**config.mk**
```make
export PLATFORM = sky130hd
export DESIGN_NAME = pcie_msi_scheduler
export DESIGN_NICKNAME = d
export VERILOG_FILES = /design/src/rtl/pcie_irq_pkg.sv /design/src/rtl/pcie_rr_arbiter.sv /design/src/rtl/pcie_msi_scheduler.sv
export SDC_FILE = /design/constraint.sdc
export NUM_CORES = 1
export LEC_CHECK = 0
export CORE_ASPECT_RATIO = 1.75
export CORE_UTILIZATION = 58
export CTS_CLUSTER_DIAMETER = 50
export DETAILED_ROUTE_END_ITERATION = 7
export GPL_TIMING_DRIVEN = 0
export PLACE_DENSITY_LB_ADDON = 0.12
export SYNTH_ARGS = -nofsm -noshare
export SYNTH_HDL_FRONTEND = slang
export SYNTH_HIERARCHICAL = 1
export SYNTH_SLANG_ARGS = --single-unit
export TNS_END_PERCENT = 50
```
**constraint.sdc**
```tcl
create_clock -name clk -period 14.5 [get_ports clk]
set_input_delay 4.35 -clock clk [delete_from_list [all_inputs] [get_ports clk]]
set_output_delay 4.35 -clock clk [all_outputs]
set_load 0.005 [all_outputs]
```
**src/rtl/pcie_irq_pkg.sv**
```systemverilog
// Shared types and widths for the PCIe MSI interrupt scheduler and its arbiter.
package pcie_irq_pkg;
   localparam int VEC_W = 5;
   localparam int CNT_W = 16;

   typedef enum logic [1:0] {IDLE, REQ, HOLD} state_t;
endpackage

```
**src/rtl/pcie_rr_arbiter.sv**
```systemverilog
// Combinational round-robin pick: first set request bit after last_grant, wrapping at IRQ_COUNT-1.
module pcie_rr_arbiter
   import pcie_irq_pkg::*;
#(
   parameter int IRQ_COUNT = 32
) (
   input  logic [IRQ_COUNT-1:0] req,
   input  logic [VEC_W-1:0]     last_grant,
   output logic [VEC_W-1:0]     winner,
   output logic                 valid
);

   int idx;

   // Walk from the farthest candidate to the nearest so the nearest set bit wins.
   always_comb begin
      winner = '0;
      valid  = 1'b0;
      idx    = 0;
      for (int i = IRQ_COUNT; i >= 1; i--) begin
         idx = int'(last_grant) + i;
         if (idx >= IRQ_COUNT) idx = idx - IRQ_COUNT;
         if (req[idx]) begin
            winner = VEC_W'(idx);
            valid  = 1'b1;
         end
      end
   end

endmodule

```
**src/rtl/pcie_msi_scheduler.sv**
```systemverilog
// Round-robin scheduler of up to 32 interrupt sources onto one PCIe request/ack interrupt port.
// Optional ack timeout with retry is built when PCIE_MSI_TIMEOUT_EN is defined.
module pcie_msi_scheduler
   import pcie_irq_pkg::*;
#(
   parameter int IRQ_COUNT   = 32,
   parameter int HOLDOFF     = 4,
   parameter int ACK_TIMEOUT = 1024
) (
   input  logic                 clk,
   input  logic                 reset,
   input  logic [IRQ_COUNT-1:0] IRQ_IN,
   input  logic [IRQ_COUNT-1:0] irq_mask,
   input  logic                 global_enable,
   input  logic                 msi_enable,
   output logic                 IRQ_REQ,
   output logic [VEC_W-1:0]     IRQ_VECTOR,
   input  logic                 IRQ_ACK,
   output logic [IRQ_COUNT-1:0] pending,
   output logic                 busy,
   output logic [CNT_W-1:0]     coalesce_count,
   output logic [CNT_W-1:0]     timeout_count
);

   localparam int TMR_MAX = (ACK_TIMEOUT > HOLDOFF) ? ACK_TIMEOUT : HOLDOFF;
   localparam int TMR_W   = $clog2(TMR_MAX + 1);
   localparam logic [TMR_W-1:0] HOLD_LAST = TMR_W'((HOLDOFF > 0) ? HOLDOFF - 1 : 0);

   state_t                 state_q, state_d;
   logic                   req_q, req_d;
   logic [VEC_W-1:0]       vec_q, vec_d;
   logic [VEC_W-1:0]       last_q, last_d;
   logic [TMR_W-1:0]       cnt_q, cnt_d;
   logic [IRQ_COUNT-1:0]   pending_q, pending_d;
   logic [IRQ_COUNT-1:0]   mask_q;
   logic [CNT_W-1:0]       coal_q, coal_d;

   logic [VEC_W-1:0]       arb_winner;
   logic                   arb_valid;
   logic                   grant;
   logic [IRQ_COUNT-1:0]   grant_oh;
   logic [IRQ_COUNT-1:0]   retry_oh;
   logic [IRQ_COUNT-1:0]   hit;
   logic [6:0]             hit_cnt;
   logic [CNT_W:0]         coal_sum;

   // The mask is registered, so unmasking a pending source behaves like a fresh strobe (two cycles).
   pcie_rr_arbiter #(.IRQ_COUNT(IRQ_COUNT)) u_arb (
      .req        (pending_q & mask_q),
      .last_grant (last_q),
      .winner     (arb_winner),
      .valid      (arb_valid)
   );

`ifdef PCIE_MSI_TIMEOUT_EN
   localparam logic [TMR_W-1:0] TMO_LAST = TMR_W'(ACK_TIMEOUT - 1);
   logic                   tmo;
   logic [CNT_W-1:0]       tmo_cnt_q, tmo_cnt_d;
`endif

   always_comb begin
      state_d = state_q;
      req_d   = req_q;
      vec_d   = vec_q;
      last_d  = last_q;
      cnt_d   = cnt_q;
      grant   = 1'b0;
`ifdef PCIE_MSI_TIMEOUT_EN
      tmo     = 1'b0;
`endif
      case (state_q)
         IDLE: begin
            if (arb_valid && global_enable && msi_enable) begin
               grant   = 1'b1;
               vec_d   = arb_winner;
               last_d  = arb_winner;
               req_d   = 1'b1;
               cnt_d   = '0;
               state_d = REQ;
            end
         end
         REQ: begin
            if (IRQ_ACK) begin
               req_d = 1'b0;
               if (HOLDOFF > 0) begin
                  state_d = HOLD;
                  cnt_d   = HOLD_LAST;
               end else begin
                  state_d = IDLE;
               end
            end
`ifdef PCIE_MSI_TIMEOUT_EN
            else if (cnt_q == TMO_LAST) begin
               req_d = 1'b0;
               tmo   = 1'b1;
               if (HOLDOFF > 0) begin
                  state_d = HOLD;
                  cnt_d   = HOLD_LAST;
               end else begin
                  state_d = IDLE;
               end
            end else begin
               cnt_d = cnt_q + 1'b1;
            end
`endif
         end
         HOLD: begin
            if (cnt_q == '0) state_d = IDLE;
            else             cnt_d   = cnt_q - 1'b1;
         end
         default: state_d = IDLE;
      endcase
   end

   for (genvar gi = 0; gi < IRQ_COUNT; gi++) begin : g_src
      assign grant_oh[gi] = grant && (arb_winner == VEC_W'(gi));
`ifdef PCIE_MSI_TIMEOUT_EN
      assign retry_oh[gi] = tmo && (vec_q == VEC_W'(gi));
`else
      assign retry_oh[gi] = 1'b0;
`endif
   end

   // A strobe landing on the bit being granted re-arms it rather than coalescing.
   assign hit = IRQ_IN & pending_q & ~grant_oh;

   always_comb begin
      hit_cnt = '0;
      for (int i = 0; i < IRQ_COUNT; i++) hit_cnt = hit_cnt + 7'(hit[i]);
      coal_sum  = {1'b0, coal_q} + (CNT_W + 1)'(hit_cnt);
      coal_d    = coal_sum[CNT_W] ? '1 : coal_sum[CNT_W-1:0];
      pending_d = (pending_q & ~grant_oh) | IRQ_IN | retry_oh;
   end

   always_ff @(posedge clk or posedge reset) begin
      if (reset) begin
         state_q   <= IDLE;
         req_q     <= 1'b0;
         vec_q     <= '0;
         last_q    <= VEC_W'(IRQ_COUNT - 1);
         cnt_q     <= '0;
         pending_q <= '0;
         mask_q    <= '0;
         coal_q    <= '0;
      end else begin
         state_q   <= state_d;
         req_q     <= req_d;
         vec_q     <= vec_d;
         last_q    <= last_d;
         cnt_q     <= cnt_d;
         pending_q <= pending_d;
         mask_q    <= irq_mask;
         coal_q    <= coal_d;
      end
   end

`ifdef PCIE_MSI_TIMEOUT_EN
   assign tmo_cnt_d = (tmo && (tmo_cnt_q != '1)) ? tmo_cnt_q + 1'b1 : tmo_cnt_q;

   always_ff @(posedge clk or posedge reset) begin
      if (reset) tmo_cnt_q <= '0;
      else       tmo_cnt_q <= tmo_cnt_d;
   end

   assign timeout_count = tmo_cnt_q;
`else
   assign timeout_count = '0;
`endif

   assign IRQ_REQ        = req_q;
   assign IRQ_VECTOR     = vec_q;
   assign pending        = pending_q;
   assign busy           = (state_q != IDLE);
   assign coalesce_count = coal_q;

endmodule

```
==> results.ini, run 1 <==
[synth]
syn_inst=1195
synth_warnings=6
ys.flop_type=dfrtp_1
synth-seq-area-share_pct=23.2
synth-edff-count=0
avgSynthCellArea_um2=9.42
synthArstFlopShare_pct=100
synth_area_um2=11300
yosys.cell_types.count=96
ys_ff_latch=104

[clocking]
cts_resized=0
ctsLongestPathBuffers=2
ctsHoldBuffers=0
cts_buffers=9
cts_setup_buffers=0
clockRootBuffer=clkbuf_16
h-tree-depth=3
cts_sinks=104

[grt]
grt_max_degree=66
grt_pass1_vias=13100
grt_overflow_total=3
track_usage_pct=58.1
grt_pass1_wl_um=83500

[die]
chipWidth_um=107
die-height_um=186
num_io_pins=140
start_util_pct=58.9
rows=67

[run_status]
error_message=[ERROR GRT-0116] Global routing finished with congestion. Check the congestion regions in the DRC Viewer.
status=aborted with a tool error
stop_stage=global routing (5_1_grt)

[placement]
io_buffer_count=123
place_area_um2=12900
place.gp.congestion=1.06
placed_cells=1575
place_hpwl_um=38100

-- cells by family after synthesis --
family | share of synthesized area (%)
buf+inv | 5.97
simple gates | 16.1
fa+ha+maj | 8.18
flops | 23.2
mux | 25.7
other cells | 0.0333
xor+xnor | 3.15
compound gates | 17.7
-- stage by stage --
step	util, %	hold WS [ns]	setup WS (ns)
3_5_place_dp	67.3	0.470	1.50
2_1_floorplan	-	0.456	3.98
3_3_place_gp	67.2	0.470	1.81
4_1_cts	68.9	0.489	1.20
-- synth_stat cells (10+ instances only) --
cell type | n | area [um^2]
o211ai_1 | 32 | 240
mux2_2 | 26 | 293
nand3_1 | 20 | 100
buf_4 | 20 | 150
and2_1 | 37 | 231
mux2i_1 | 78 | 781
buf_2 | 15 | 75.1
xnor2_1 | 25 | 219
nand2_1 | 134 | 503
nand2b_1 | 36 | 225
o22ai_1 | 10 | 62.6
nor2_1 | 68 | 255
a211oi_1 | 14 | 105
a21oi_1 | 42 | 210
mux4_2 | 73 | 1640
o21ai_1 | 30 | 150
clkbuf_1 | 22 | 82.6
inv_1 | 64 | 240
nor3_1 | 13 | 65.1
fa_1 | 26 | 521
o21ai_0 | 60 | 300
and3_1 | 10 | 62.6
nand4_1 | 10 | 62.6
ha_1 | 32 | 400
dfrtp_1 | 99 | 2480
a31oi_1 | 16 | 100
-- metal layers --
metal	GRT usage [%]	overflow
met1	56.7	0
met2	86.8	2
met3	25.4	0
met4	64.0	1
met5	1.53	0
==> run 2, diff against run 1 <==
Settings changed: CORE_ASPECT_RATIO 1.75 to not set, CORE_UTILIZATION 58 to 40, CTS_CLUSTER_DIAMETER 50 to not set, PLACE_DENSITY_LB_ADDON 0.12 to 0.15.
==> run 2 against run 1 <==
Against the previous run:
- the flow now finishes without violations
- synthesized cell count unchanged
- area after synthesis is the same
==> results.ini, run 2 <==
[setup_path]
crit_path_end_kind=flip-flop
worst-setup-path-type=flip-flop to flip-flop
cp_top_family=adder cells
arrival_ns=13.10
start_kind=flip-flop
crit_slowest_cell=o31ai_1
critPathBufInv=7
slowest_delay_ns=0.72
crit_required_ns=14.71
crit_fanout=14
cp_common_cell=fa_1

[synth]
synth_area_um2=11300  ; unchanged
synth.area.top_cells=dfrtp_1 (22%), mux4_2 (15%), mux2i_1 (6.9%)
synth-seq-area-share_pct=23.2  ; unchanged
synthArstFlopShare_pct=100  ; unchanged
synth.top_cell.area_share_pct=22.0  ; unchanged
yosys-top-cells-count=nand2_1 (134), dfrtp_1 (99), mux2i_1 (78)
synth-edff-count=0  ; unchanged
ys_ff_latch=104  ; unchanged
yosys.area.top_type=dfrtp_1
syn_inst=1195  ; unchanged
yosysMostFrequentCell=nand2_1
yosys.cell_types.count=96  ; unchanged
synth_warnings=6  ; unchanged
ys.flop_type=dfrtp_1
avgSynthCellArea_um2=9.42  ; unchanged

[clocking]
clockRootBuffer=clkbuf_16
path_clk_slew_ns=0.08
cts_buffers=9  ; unchanged
cts_sinks=104  ; unchanged
ctsHoldBuffers=0  ; unchanged
cts_resized=0  ; unchanged
cts_setup_buffers=0  ; unchanged
clkLatencyLatePin_ns=0.35
cts_tree=built
h-tree-depth=3  ; unchanged
ctsLongestPathBuffers=2  ; unchanged

[sta]
fmax_ghz=0.0776
period_share_pct=88.9
slew_headroom_pct=27.4
rsz0062_at_grt=no
maxSlewViolCount=0
fin_setup_tns_ns=0
min_period_ns=12.89
fin_skew_ns=0.0124
worst_pin_slew_ns=1.08
hold_viol=0
finalSetupViolations=0

[drt]
wirelength_um=43900
antenna_left=0
drtIter0Drc=1129
routedWlPerCell_um=25.4
vias_per_cell=6.12
first_pass_iters=8
route.detailed.drc=0
vias=10600

[final_layout]
nNetsFinal=1472
num-fill-cells=2637
multi_input_area_um2=8030
drive_above_1_share_pct=14.4
seq_area_um2=2610
layout_commonest_cell=nand2_1
layout_common_cells=nand2_1 (134), clkdlybuf4s50_1 (123), dfrtp_1 (99)
area_delta_synth_final_pct=18.5

[die]
start_util_pct=40.6  ; -18 points
rows=61  ; -9.0%
coreArea_um2=27700
die_area_um2=28800
num_io_pins=140  ; unchanged
chipWidth_um=170  ; +58%
die-height_um=170  ; -8.9%

[run_status]
status=completed

[run]
cap_violations=0

[placement]
io_buffer_count=123  ; unchanged
place_hpwl_um=35600  ; -6.5%
place.gp.congestion=1.00  ; -5.4%

[grt]
grt_overflow_total=0
grt_antenna_before_repair=1
grt_pass1_wl_um=65900
grt_pass1_vias=10300
track_usage_pct=31.2
grt_max_degree=66

[min_path]
min_path_type=flip-flop to flip-flop

-- run 2: cell counts after synthesis --
No cell type changed its count.
-- run 2: layout make-up --
| cell class | instances | area share [%] |
|---|---|---|
| Antenna cell | 1 | 0.0188 |
| Buffer | 68 | 3.01 |
| Clock buffer | 9 | 1.69 |
| Clock inverter | 7 | 0.460 |
| Inverter | 72 | 2.05 |
| Multi-Input combinational cell | 966 | 60.2 |
| Sequential cell | 104 | 19.6 |
| Tap cell | 378 | 3.55 |
| Timing Repair Buffer | 124 | 9.44 |
-- run 2: final timing paths --
| kind | startpoint | to | slack, ns | cells past startpoint |
|---|---|---|---|---|
| max | last_q[1]$_DFFE_PP1P_ | coalesce_count[11]$_DFF_PP0_ | 1.61 | 31 |
| min reg2reg | IRQ_VECTOR[3]$_DFFE_PP0P_ | IRQ_VECTOR[3]$_DFFE_PP0P_ | 0.48 | 2 |
| max reg2reg | last_q[1]$_DFFE_PP1P_ | coalesce_count[11]$_DFF_PP0_ | 1.61 | 31 |
| min | IRQ_VECTOR[3]$_DFFE_PP0P_ | IRQ_VECTOR[3]$_DFFE_PP0P_ | 0.48 | 2 |
| min in group asynchronous | reset | pending[15]$_DFF_PP0_ | 4.41 | 2 |
| max in group asynchronous | reset | last_q[0]$_DFFE_PP1P_ | 9.36 | 3 |
-- run 2: cell families after synthesis --
group | after synthesis | synth area share, %
buf+inv | 140 | 5.97
flops | 104 | 23.2
other cells | 1 | 0.0333
simple gates | 367 | 16.1
fa+ha+maj | 58 | 8.18
xor+xnor | 37 | 3.15
mux | 191 | 25.7
compound gates | 297 | 17.7
-- run 2: metal layers --
| metal | GRT usage [%] | up-vias | wire [um] |
|---|---|---|---|
| met5 | 0 | - | 0 |
| met4 | 14.8 | 0 | 2350 |
| met3 | 5.92 | 103 | 3400 |
| met2 | 48.8 | 521 | 19600 |
| met1 | 41.5 | 5250 | 18500 |
| li1 | - | 4715 | - |
-- run 2: worst min-delay path: stages, from the launching register on --
cell and delay (ns):
dfrtp_1 0.35, nand2_1 0.05, nand2_1 0.06
-- run 2: through the flow --
step	setup slack, ns	instances	cell area [um^2]	hold slack, ns	util, %
final	1.61	1729	13300	0.481	48.1
after CTS	1.62	1728	13300	0.491	48.1
after global routing	1.01	1728	13300	0.506	48.1
after detailed placement	1.67	1712	13000	0.469	47.1
after global placement	1.69	1711	13000	0.462	47.0
after floorplan	3.98	1210	11300	0.456	-
Power of run 2 is left out: the tool's default activity adds up to more than one toggle a clock period on the data nets, which glitch-free logic cannot reach.
